**config.mk**
```make
export PLATFORM = sky130hd
export DESIGN_NAME = pipe_hazard_ctrl
export DESIGN_NICKNAME = d
export VERILOG_FILES = /design/src/rtl/pipe_hazard_ctrl_pkg.sv /design/src/rtl/pipe_sb_match.sv /design/src/rtl/pipe_hazard_ctrl.sv
export SDC_FILE = /design/constraint.sdc
export NUM_CORES = 1
export LEC_CHECK = 0
export ABC_AREA = 1
export BUFFER_PORTS_ARGS = -buffer_cell sky130_fd_sc_hd__buf_4
export CAP_MARGIN = 20
export CORE_UTILIZATION = 45
export DETAILED_ROUTE_END_ITERATION = 16
export PLACE_DENSITY_LB_ADDON = 0.1
export SYNTH_ARGS = -nofsm -noshare
export SYNTH_HDL_FRONTEND = slang
export SYNTH_HIERARCHICAL = 1
export SYNTH_SLANG_ARGS = --single-unit
```
**constraint.sdc**
```tcl
create_clock -name clk -period 6 [get_ports clk]
set_clock_uncertainty 0.2 [all_clocks]
set_input_delay 1.2 -clock clk [delete_from_list [all_inputs] [get_ports clk]]
set_output_delay 1.2 -clock clk [all_outputs]
set_load 0.005 [all_outputs]
```
**src/rtl/pipe_hazard_ctrl_pkg.sv**
```systemverilog
// Shared types and constants for the pipeline hazard controller and its scoreboard comparator.
package pipe_hazard_ctrl_pkg;

    // Scoreboard rd storage width; REG_AW of the controller must not exceed this.
    localparam int SB_RD_W = 8;

    // fwd_sel encoding: 0 selects the register file, k selects scoreboard entry k-1.
    localparam int FWD_RF = 0;

    localparam logic [SB_RD_W-1:0] R0_ADDR = 8'd0;

    typedef struct packed {
        logic               valid;
        logic [SB_RD_W-1:0] rd;
        logic               we;
        logic               load;
    } sb_entry_t;

    localparam sb_entry_t SB_EMPTY = '{valid: 1'b0, rd: 8'd0, we: 1'b0, load: 1'b0};

endpackage

```
**src/rtl/pipe_sb_match.sv**
```systemverilog
// Per-source scoreboard comparator: match vector over all entries, in-flight load flags,
// and the forwarding select of the youngest matching entry ahead of WB.
module pipe_sb_match
    import pipe_hazard_ctrl_pkg::*;
#(
    parameter int DEPTH = 3,
    parameter int SEL_W = $clog2(DEPTH + 1)
) (
    input  logic [SB_RD_W-1:0]    src_addr,
    input  logic                  src_re,
    input  sb_entry_t [DEPTH-1:0] entries,
    output logic [DEPTH-1:0]      match_vec,
    output logic [DEPTH-1:0]      load_vec,
    output logic [SEL_W-1:0]      young_sel
);

    // Compare every entry, then walk from oldest to youngest so the lowest index wins
    always_comb begin
        match_vec = {DEPTH{1'b0}};
        load_vec  = {DEPTH{1'b0}};
        young_sel = SEL_W'(FWD_RF);
        for (int k = 0; k < DEPTH; k++) begin
            match_vec[k] = src_re && (src_addr != R0_ADDR) && entries[k].valid
                           && entries[k].we && (entries[k].rd == src_addr);
            load_vec[k]  = entries[k].valid && entries[k].load;
        end
        // WB (entry DEPTH-1) is visible through the register file, so it is never selected
        for (int k = DEPTH - 2; k >= 0; k--) begin
            young_sel = match_vec[k] ? SEL_W'(k + 1) : young_sel;
        end
    end

endmodule

```
**src/rtl/pipe_hazard_ctrl.sv**
```systemverilog
// Pipeline hazard controller: RAW scoreboard, hold/bubble/flush and stall counter.
// Define PIPE_FWD_EN to drive the forwarding selects; only load-use dependences then stall.
module pipe_hazard_ctrl
    import pipe_hazard_ctrl_pkg::*;
#(
    parameter int  DEPTH  = 3,
    parameter int  REG_AW = 4,
    parameter int  CNT_W  = 16,
    localparam int SEL_W  = $clog2(DEPTH + 1)
) (
    input  logic              clk,
    input  logic              rst,
    input  logic              id_valid,
    input  logic [REG_AW-1:0] id_rs_addr,
    input  logic              id_rs_re,
    input  logic [REG_AW-1:0] id_rt_addr,
    input  logic              id_rt_re,
    input  logic [REG_AW-1:0] id_rd_addr,
    input  logic              id_rd_we,
    input  logic              id_is_load,
    input  logic              ex_branch_taken,
    output logic              hold,
    output logic              bubble,
    output logic              flush,
    output logic [SEL_W-1:0]  fwd_sel_a,
    output logic [SEL_W-1:0]  fwd_sel_b,
    output logic [CNT_W-1:0]  stall_cnt
);

    // Only the EX entry can be a load-use producer.
    localparam logic [DEPTH-1:0] LU_MASK = {{(DEPTH - 1){1'b0}}, 1'b1};

    sb_entry_t [DEPTH-1:0] sb_r;
    logic [CNT_W-1:0]      stall_cnt_r;
    sb_entry_t             id_entry_s;
    logic [DEPTH-1:0]      rs_match_s;
    logic [DEPTH-1:0]      rt_match_s;
    logic [DEPTH-1:0]      rs_load_s;
    logic [DEPTH-1:0]      rt_load_s;
    logic [SEL_W-1:0]      rs_sel_s;
    logic [SEL_W-1:0]      rt_sel_s;
    logic                  any_s;
    logic                  lu_s;
    logic                  raw_s;
    logic                  hold_s;
    logic                  flush_s;
    logic [SEL_W-1:0]      fwd_a_s;
    logic [SEL_W-1:0]      fwd_b_s;

    assign id_entry_s = '{valid: 1'b1, rd: SB_RD_W'(id_rd_addr), we: id_rd_we, load: id_is_load};

    pipe_sb_match #(.DEPTH(DEPTH), .SEL_W(SEL_W)) u_match_rs (
        .src_addr  (SB_RD_W'(id_rs_addr)),
        .src_re    (id_rs_re),
        .entries   (sb_r),
        .match_vec (rs_match_s),
        .load_vec  (rs_load_s),
        .young_sel (rs_sel_s)
    );

    pipe_sb_match #(.DEPTH(DEPTH), .SEL_W(SEL_W)) u_match_rt (
        .src_addr  (SB_RD_W'(id_rt_addr)),
        .src_re    (id_rt_re),
        .entries   (sb_r),
        .match_vec (rt_match_s),
        .load_vec  (rt_load_s),
        .young_sel (rt_sel_s)
    );

    // Zero-cycle hazard decision: flush beats stall, everything quiet during reset
    always_comb begin
        any_s   = (rs_sel_s != SEL_W'(FWD_RF)) || (rt_sel_s != SEL_W'(FWD_RF));
        lu_s    = |(((rs_match_s & rs_load_s) | (rt_match_s & rt_load_s)) & LU_MASK);
        raw_s   = 1'b0;
        flush_s = 1'b0;
        hold_s  = 1'b0;
        fwd_a_s = SEL_W'(FWD_RF);
        fwd_b_s = SEL_W'(FWD_RF);
        if (rst) begin
            raw_s   = 1'b0;
            flush_s = 1'b0;
            hold_s  = 1'b0;
        end else begin
`ifdef PIPE_FWD_EN
            raw_s   = id_valid && lu_s;
            fwd_a_s = any_s ? rs_sel_s : SEL_W'(FWD_RF);
            fwd_b_s = any_s ? rt_sel_s : SEL_W'(FWD_RF);
`else
            // a load-use hit is always also a non-WB hit; both are stalls here
            raw_s   = id_valid && (any_s || lu_s);
`endif
            flush_s = ex_branch_taken;
            hold_s  = raw_s && !flush_s;
        end
    end

    // Scoreboard shift towards WB and saturating count of hold cycles
    always_ff @(posedge clk) begin
        if (rst) begin
            for (int k = 0; k < DEPTH; k++) begin
                sb_r[k] <= SB_EMPTY;
            end
            stall_cnt_r <= {CNT_W{1'b0}};
        end else begin
            sb_r[0] <= (id_valid && !hold_s && !flush_s) ? id_entry_s : SB_EMPTY;
            for (int k = 1; k < DEPTH; k++) begin
                sb_r[k] <= sb_r[k-1];
            end
            if (hold_s && !(&stall_cnt_r)) begin
                stall_cnt_r <= stall_cnt_r + {{(CNT_W - 1){1'b0}}, 1'b1};
            end else begin
                stall_cnt_r <= stall_cnt_r;
            end
        end
    end

    assign hold      = hold_s;
    assign bubble    = hold_s;
    assign flush     = flush_s;
    assign fwd_sel_a = fwd_a_s;
    assign fwd_sel_b = fwd_b_s;
    assign stall_cnt = stall_cnt_r;

endmodule

```
Word level (Yosys, flattened, before mapping)
Cells that the tools add are included.
{"block": "totals", "out_inout_bits": 23, "word_cells": 57, "input_bits": 20, "reg_bits": 37}
{"block": "op_classes", "eq_ne": 4, "muxes": 7, "n_addsub": 1, "n_reduce_logical": 32, "bitwise": 4}
{"op": "$eq 8x4->1", "count": 4}
{"op": "$logic_and 1x1->1", "count": 20}
{"op": "$add 16x1->16 const B", "count": 1}
{"op": "$reduce_and 16->1", "count": 1}
{"op": "$reduce_bool 8->1", "count": 2}
{"op": "$mux 11", "count": 1}
{"op": "$mux 2", "count": 4}
{"op": "$logic_not 1->1", "count": 4}
{"op": "$reduce_bool 2->1", "count": 2}
{"op": "$and 1x1->1", "count": 2}
{"op": "$logic_or 1x1->1", "count": 2}
{"op": "$mux 1", "count": 2}
{"op": "$reduce_or 2->1", "count": 1}
{"op": "$not 1->1", "count": 1}
{"op": "$or 1x1->1", "count": 1}

Logic depth before layout (Yosys ltp)
{"block": "logic_depth", "ltp_word": 18, "depth_mapped": 17, "depth_no_buf": 17}

By module
The synthesis kept the hierarchy.
{"mod": "pipe_hazard_ctrl", "area_each_um2": 1745.4, "n_inst": 1, "seq_area_each_um2": 740.7, "cells_per_inst": 244}
{"mod": "pipe_sb_match", "area_each_um2": 503.0, "n_inst": 2, "seq_area_each_um2": 0.0, "cells_per_inst": 119}

Worst setup path before layout
No wires, ideal clock.
{"block": "synth_timing", "path_kind": "input port to output port", "start": "input id_rt_addr[1]", "end": "output hold", "arrival_time_ns": 2.360, "path_buffers": 1, "required_ns": 4.600, "setup_slack_ns": 2.240, "stages": 11, "cell_sequence": "inv_1 > o21ai_1 > nor2_1 > nand3_1 > nor2_4 > nor2_2 > nor2_1 > nand2_1 > nor2_1 > nor2_8 > buf_4"}
{"block": "synth_via", "word_cells_on_any_way": 20, "cone_classes": "eq/ne (2); mux (3); bitwise (2); reduce/logical (13)"}
{"element": "start: declaration", "line_no": "pipe_hazard_ctrl.sv:16", "source": "input logic [REG_AW-1:0] id_rt_addr,"}
{"element": "$reduce_bool 8->1", "line_no": "pipe_sb_match.sv:23", "source": "match_vec[k] = src_re && (src_addr != R0_ADDR) && entries[k].valid"}
{"element": "$logic_and 1x1->1 (2 in series)", "line_no": "pipe_sb_match.sv:23"}
{"element": "$logic_and 1x1->1", "line_no": "pipe_sb_match.sv:24", "source": "&& entries[k].we && (entries[k].rd == src_addr);"}
{"element": "$logic_and 1x1->1 (*)", "line_no": "pipe_sb_match.sv:24"}
{"element": "via rt_match_s[0]", "line_no": "pipe_hazard_ctrl.sv:37", "source": "logic [DEPTH-1:0] rt_match_s;"}
{"element": "$mux 2 (*)", "line_no": "pipe_sb_match.sv:29", "source": "young_sel = match_vec[k] ? SEL_W'(k + 1) : young_sel;"}
{"element": "via rt_sel_s[1]", "line_no": "pipe_hazard_ctrl.sv:41", "source": "logic [SEL_W-1:0] rt_sel_s;"}
{"element": "$reduce_bool 2->1 (*)", "line_no": "pipe_hazard_ctrl.sv:72", "source": "any_s = (rs_sel_s != SEL_W'(FWD_RF)) || (rt_sel_s != SEL_W'(FWD_RF));"}
{"element": "$logic_or 1x1->1 (*)", "line_no": "pipe_hazard_ctrl.sv:72"}
{"element": "$logic_or 1x1->1 (*)", "line_no": "pipe_hazard_ctrl.sv:90", "source": "raw_s = id_valid && (any_s || lu_s);"}
{"element": "$logic_and 1x1->1 (*)", "line_no": "pipe_hazard_ctrl.sv:90"}
{"element": "$logic_and 1x1->1 (*)", "line_no": "pipe_hazard_ctrl.sv:93", "source": "hold_s = raw_s && !flush_s;"}
{"element": "$mux 1 (*)", "line_no": "pipe_hazard_ctrl.sv:79", "source": "if (rst) begin"}
{"element": "end: declaration", "line_no": "pipe_hazard_ctrl.sv:22", "source": "output logic hold,"}
The timed path passes the listed nets; every way through them passes the cells marked *.

Worst setup path after layout
{"block": "layout_timing", "start": "input id_rs_addr[1]", "end": "output hold"}
{"block": "layout_via", "elab_chain_len": 13, "word_cells_on_any_way": 20, "cone_classes": "eq/ne (2); mux (3); bitwise (2); reduce/logical (13)"}
{"element": "start: declaration", "line_no": "pipe_hazard_ctrl.sv:14", "source": "input logic [REG_AW-1:0] id_rs_addr,"}
{"element": "$reduce_bool 8->1", "line_no": "pipe_sb_match.sv:23"}
{"element": "$logic_and 1x1->1 (2 in series)", "line_no": "pipe_sb_match.sv:23"}
{"element": "$logic_and 1x1->1 (2 in series)", "line_no": "pipe_sb_match.sv:24"}
{"element": "$mux 2", "line_no": "pipe_sb_match.sv:29"}
{"element": "$mux 2 (*)", "line_no": "pipe_sb_match.sv:29"}
{"element": "via rs_sel_s[1]", "line_no": "pipe_hazard_ctrl.sv:40", "source": "logic [SEL_W-1:0] rs_sel_s;"}
{"element": "$reduce_bool 2->1 (*)", "line_no": "pipe_hazard_ctrl.sv:72"}
{"element": "$logic_or 1x1->1 (*)", "line_no": "pipe_hazard_ctrl.sv:72"}
{"element": "$logic_or 1x1->1 (*)", "line_no": "pipe_hazard_ctrl.sv:90"}
{"element": "$logic_and 1x1->1 (*)", "line_no": "pipe_hazard_ctrl.sv:90"}
{"element": "$logic_and 1x1->1 (*)", "line_no": "pipe_hazard_ctrl.sv:93"}
{"element": "$mux 1 (*)", "line_no": "pipe_hazard_ctrl.sv:79"}
Marked as above.

==> impl_metrics.ini <==
[setup_path]
slowest_delay_ps = 280
criticalPathCategory = in -> out
slowest_stage = nor2_1
reg2reg_to = stall_cnt[14]
path_max_fanout = 11
critPathTopFamily = simple AND/OR/NAND/NOR gates
r2r_slack_ps = 3640
cp_common_cell = nor2_1
cp-end-kind = primary output
start_kind = input pin
worst-path-buf-inv = 2
cp_cell_sequence = buf_4, nor2_1, nand2_1, o21ai_0, nor2_1, nand2_1, nor2_2, nor2_1, nand2_1, nor2_1, nor2_8, buf_4
arrival_ps = 2570
rr_worst_depth = 15
critPathRequiredTime_ps = 4600
r2r-start = sb_r[10]

[clock_tree]
clk-insertion-delay-late_ps = 280
cts-root-buf = clkbuf_8
clk_pin_slew_ps = 60
clockBufferDepth = 2
cts_tree = done
htree_num_levels = 2
cts.sinks = 29
postCtsSetupBuffers = 0
ctsHoldBuffers = 0
cts_buffers = 5
cts.repair.resized = 0

[route]
route.vias.total = 2363
vias_per_cell = 4.146
wl_um = 4784
first_pass_iters = 4
detail_route.wl_per_cell_um = 8.393
drc = 0
drtAntennaViolNets = 0
drtIter0Drc = 42

[die]
core_um2 = 4817
chipHeight_um = 73.28
start_util = 0.4745
ios = 43
die-area_um2 = 5369
die_w_um = 73.28
rows = 25

[grt]
grt_antenna_before_repair = 0
grt_pass1_wl_um = 8148
grt_start_max_net_pins = 19
overflow = 0
grt_pass1_vias = 2121
grt_use_total = 0.1966

[finish]
fillers = 523
synthToLayoutAreaGrowth_pct = 26.87
drive_gt1_frac = 0.1690
antennaDiodeCount = 0
multiInputGateArea_um2 = 1560
ff_latch_area_um2 = 580.6
nets = 524

[power]
p_switching_uw = 102.0
combPwrFrac = 0.127
power_density_nw_per_um2 = 140.9
seq_power_share = 0.481
peakVddDrop_mv = 0.1624
internal-power_uw = 306.8
p_sw_frac = 0.2494
power.leakage_nw = 1.401
clkPwrFrac = 0.392

[yosys]
syn-instance-count = 404
avgSynthCellArea_um2 = 5.658
netlist_area_um2 = 2286
ys_warn_count = 6

[sta]
setup_viol = 0
rsz0062_at_grt = no
final_hold_viol_count = 0
holdWs_ps = 240.3
fin_crit_sh = 0.6613
finalCriticalPeriod_ps = 3968
slew_viol_final = 0
timing.setup.tns_ps = 0
fmax_mhz = 252.0

[min_path]
whs_path_depth = 2
hold_path_class = reg -> reg
hold_end = sb_r[12]
hold_start = sb_r[1]

[place]
portBuffers = 38
dpl.hpwl_um = 3884
place_congestion = 0.8822

[status]
status = complete, no violations

[flow_run]
cap_violations = 0
worst max path at each step:
| stage | slack (ps) | from | cells past startpoint | endpoint |
|---|---|---|---|---|
| global route | 1880 | id_rs_addr[0] | 13 | hold |
| floorplan | 2260 | id_rt_addr[1] | 12 | hold |
| detailed placement | 2030 | id_rt_addr[1] | 12 | hold |
| global placement | 2060 | id_rs_addr[1] | 13 | bubble |
| finish | 2030 | id_rs_addr[1] | 12 | hold |
| CTS | 2030 | id_rt_addr[1] | 12 | hold |
sequential cells by signal (all words and copies together) (netlist names):
signal and cells:
stall_cnt 16, sb_r 13
placed cells by master (no fill, tap or decap):
cell type	count
nand3_4	1
inv_2	12
clkbuf_8	6
nand2_1	130
xor2_1	2
nor2_4	3
dfxtp_1	29
a21oi_2	7
nor2_2	6
nor2_1	69
o21bai_1	1
nand2_2	8
a21oi_1	7
nor3_1	1
xnor2_1	4
nand4_1	5
nand2_4	1
buf_4	38
nor2_8	1
o21ai_1	3
nand3_2	2
inv_1	69
clkbuf_1	1
nand3_1	19
conb_1	66
o21ai_0	9
o211ai_1	2
ha_1	1
cell type report:
cell class	instances	area share
Clock buffer	7	0.02977
Inverter	81	0.1048
Multi-Input combinational cell	348	0.5380
Sequential cell	29	0.2002
Tap cell	67	0.02890
Timing Repair Buffer	38	0.09836
metrics by stage:
stage	setup WS [ps]	power (mW)	util	area [um2]	std cells
final	2032	0.4088	0.6021	2900	570
after global routing	1879	0.4298	0.6021	2900	570
after CTS	2029	0.4109	0.6021	2900	570
after detailed placement	2031	0.2512	0.5842	2814	563
after global placement	2058	0.2507	0.5842	2814	563
after floorplan	2262	0.2371	-	2530	469
metal layers:
metal	share of wire	routed length, um	global-route usage	vias to the layer above
met2	0.51	2433	0.3755	41
met4	0.015	71	0.08715	0
met5	0	0	0	-
li1	-	-	-	1319
met1	0.44	2104	0.2078	997
met3	0.037	175	0.03567	6
power groups by stage:
stage	clock network [mW]	registers [mW]	logic, mW
finish	0.160	0.197	0.0517
global route	0.172	0.197	0.0611
floorplan	0	0.200	0.0367
detailed placement	0	0.201	0.0502
CTS	0.164	0.197	0.0504
global placement	0	0.201	0.0497
worst register-to-register path, stage by stage, from the launching register on:
cell	delay (ps)
dfxtp_1	400
nand2_1	90
a21oi_1	120
nand2_1	60
nor2_1	80
nand2_1	90
nor2_4	120
nor2_2	40
nor2_1	90
nand2_1	80
nor2_1	280
nor2_8	100
nand2_4	220
inv_2	130
nand2_1	100
a21oi_2	50
Power figures use the tool's default switching activity.
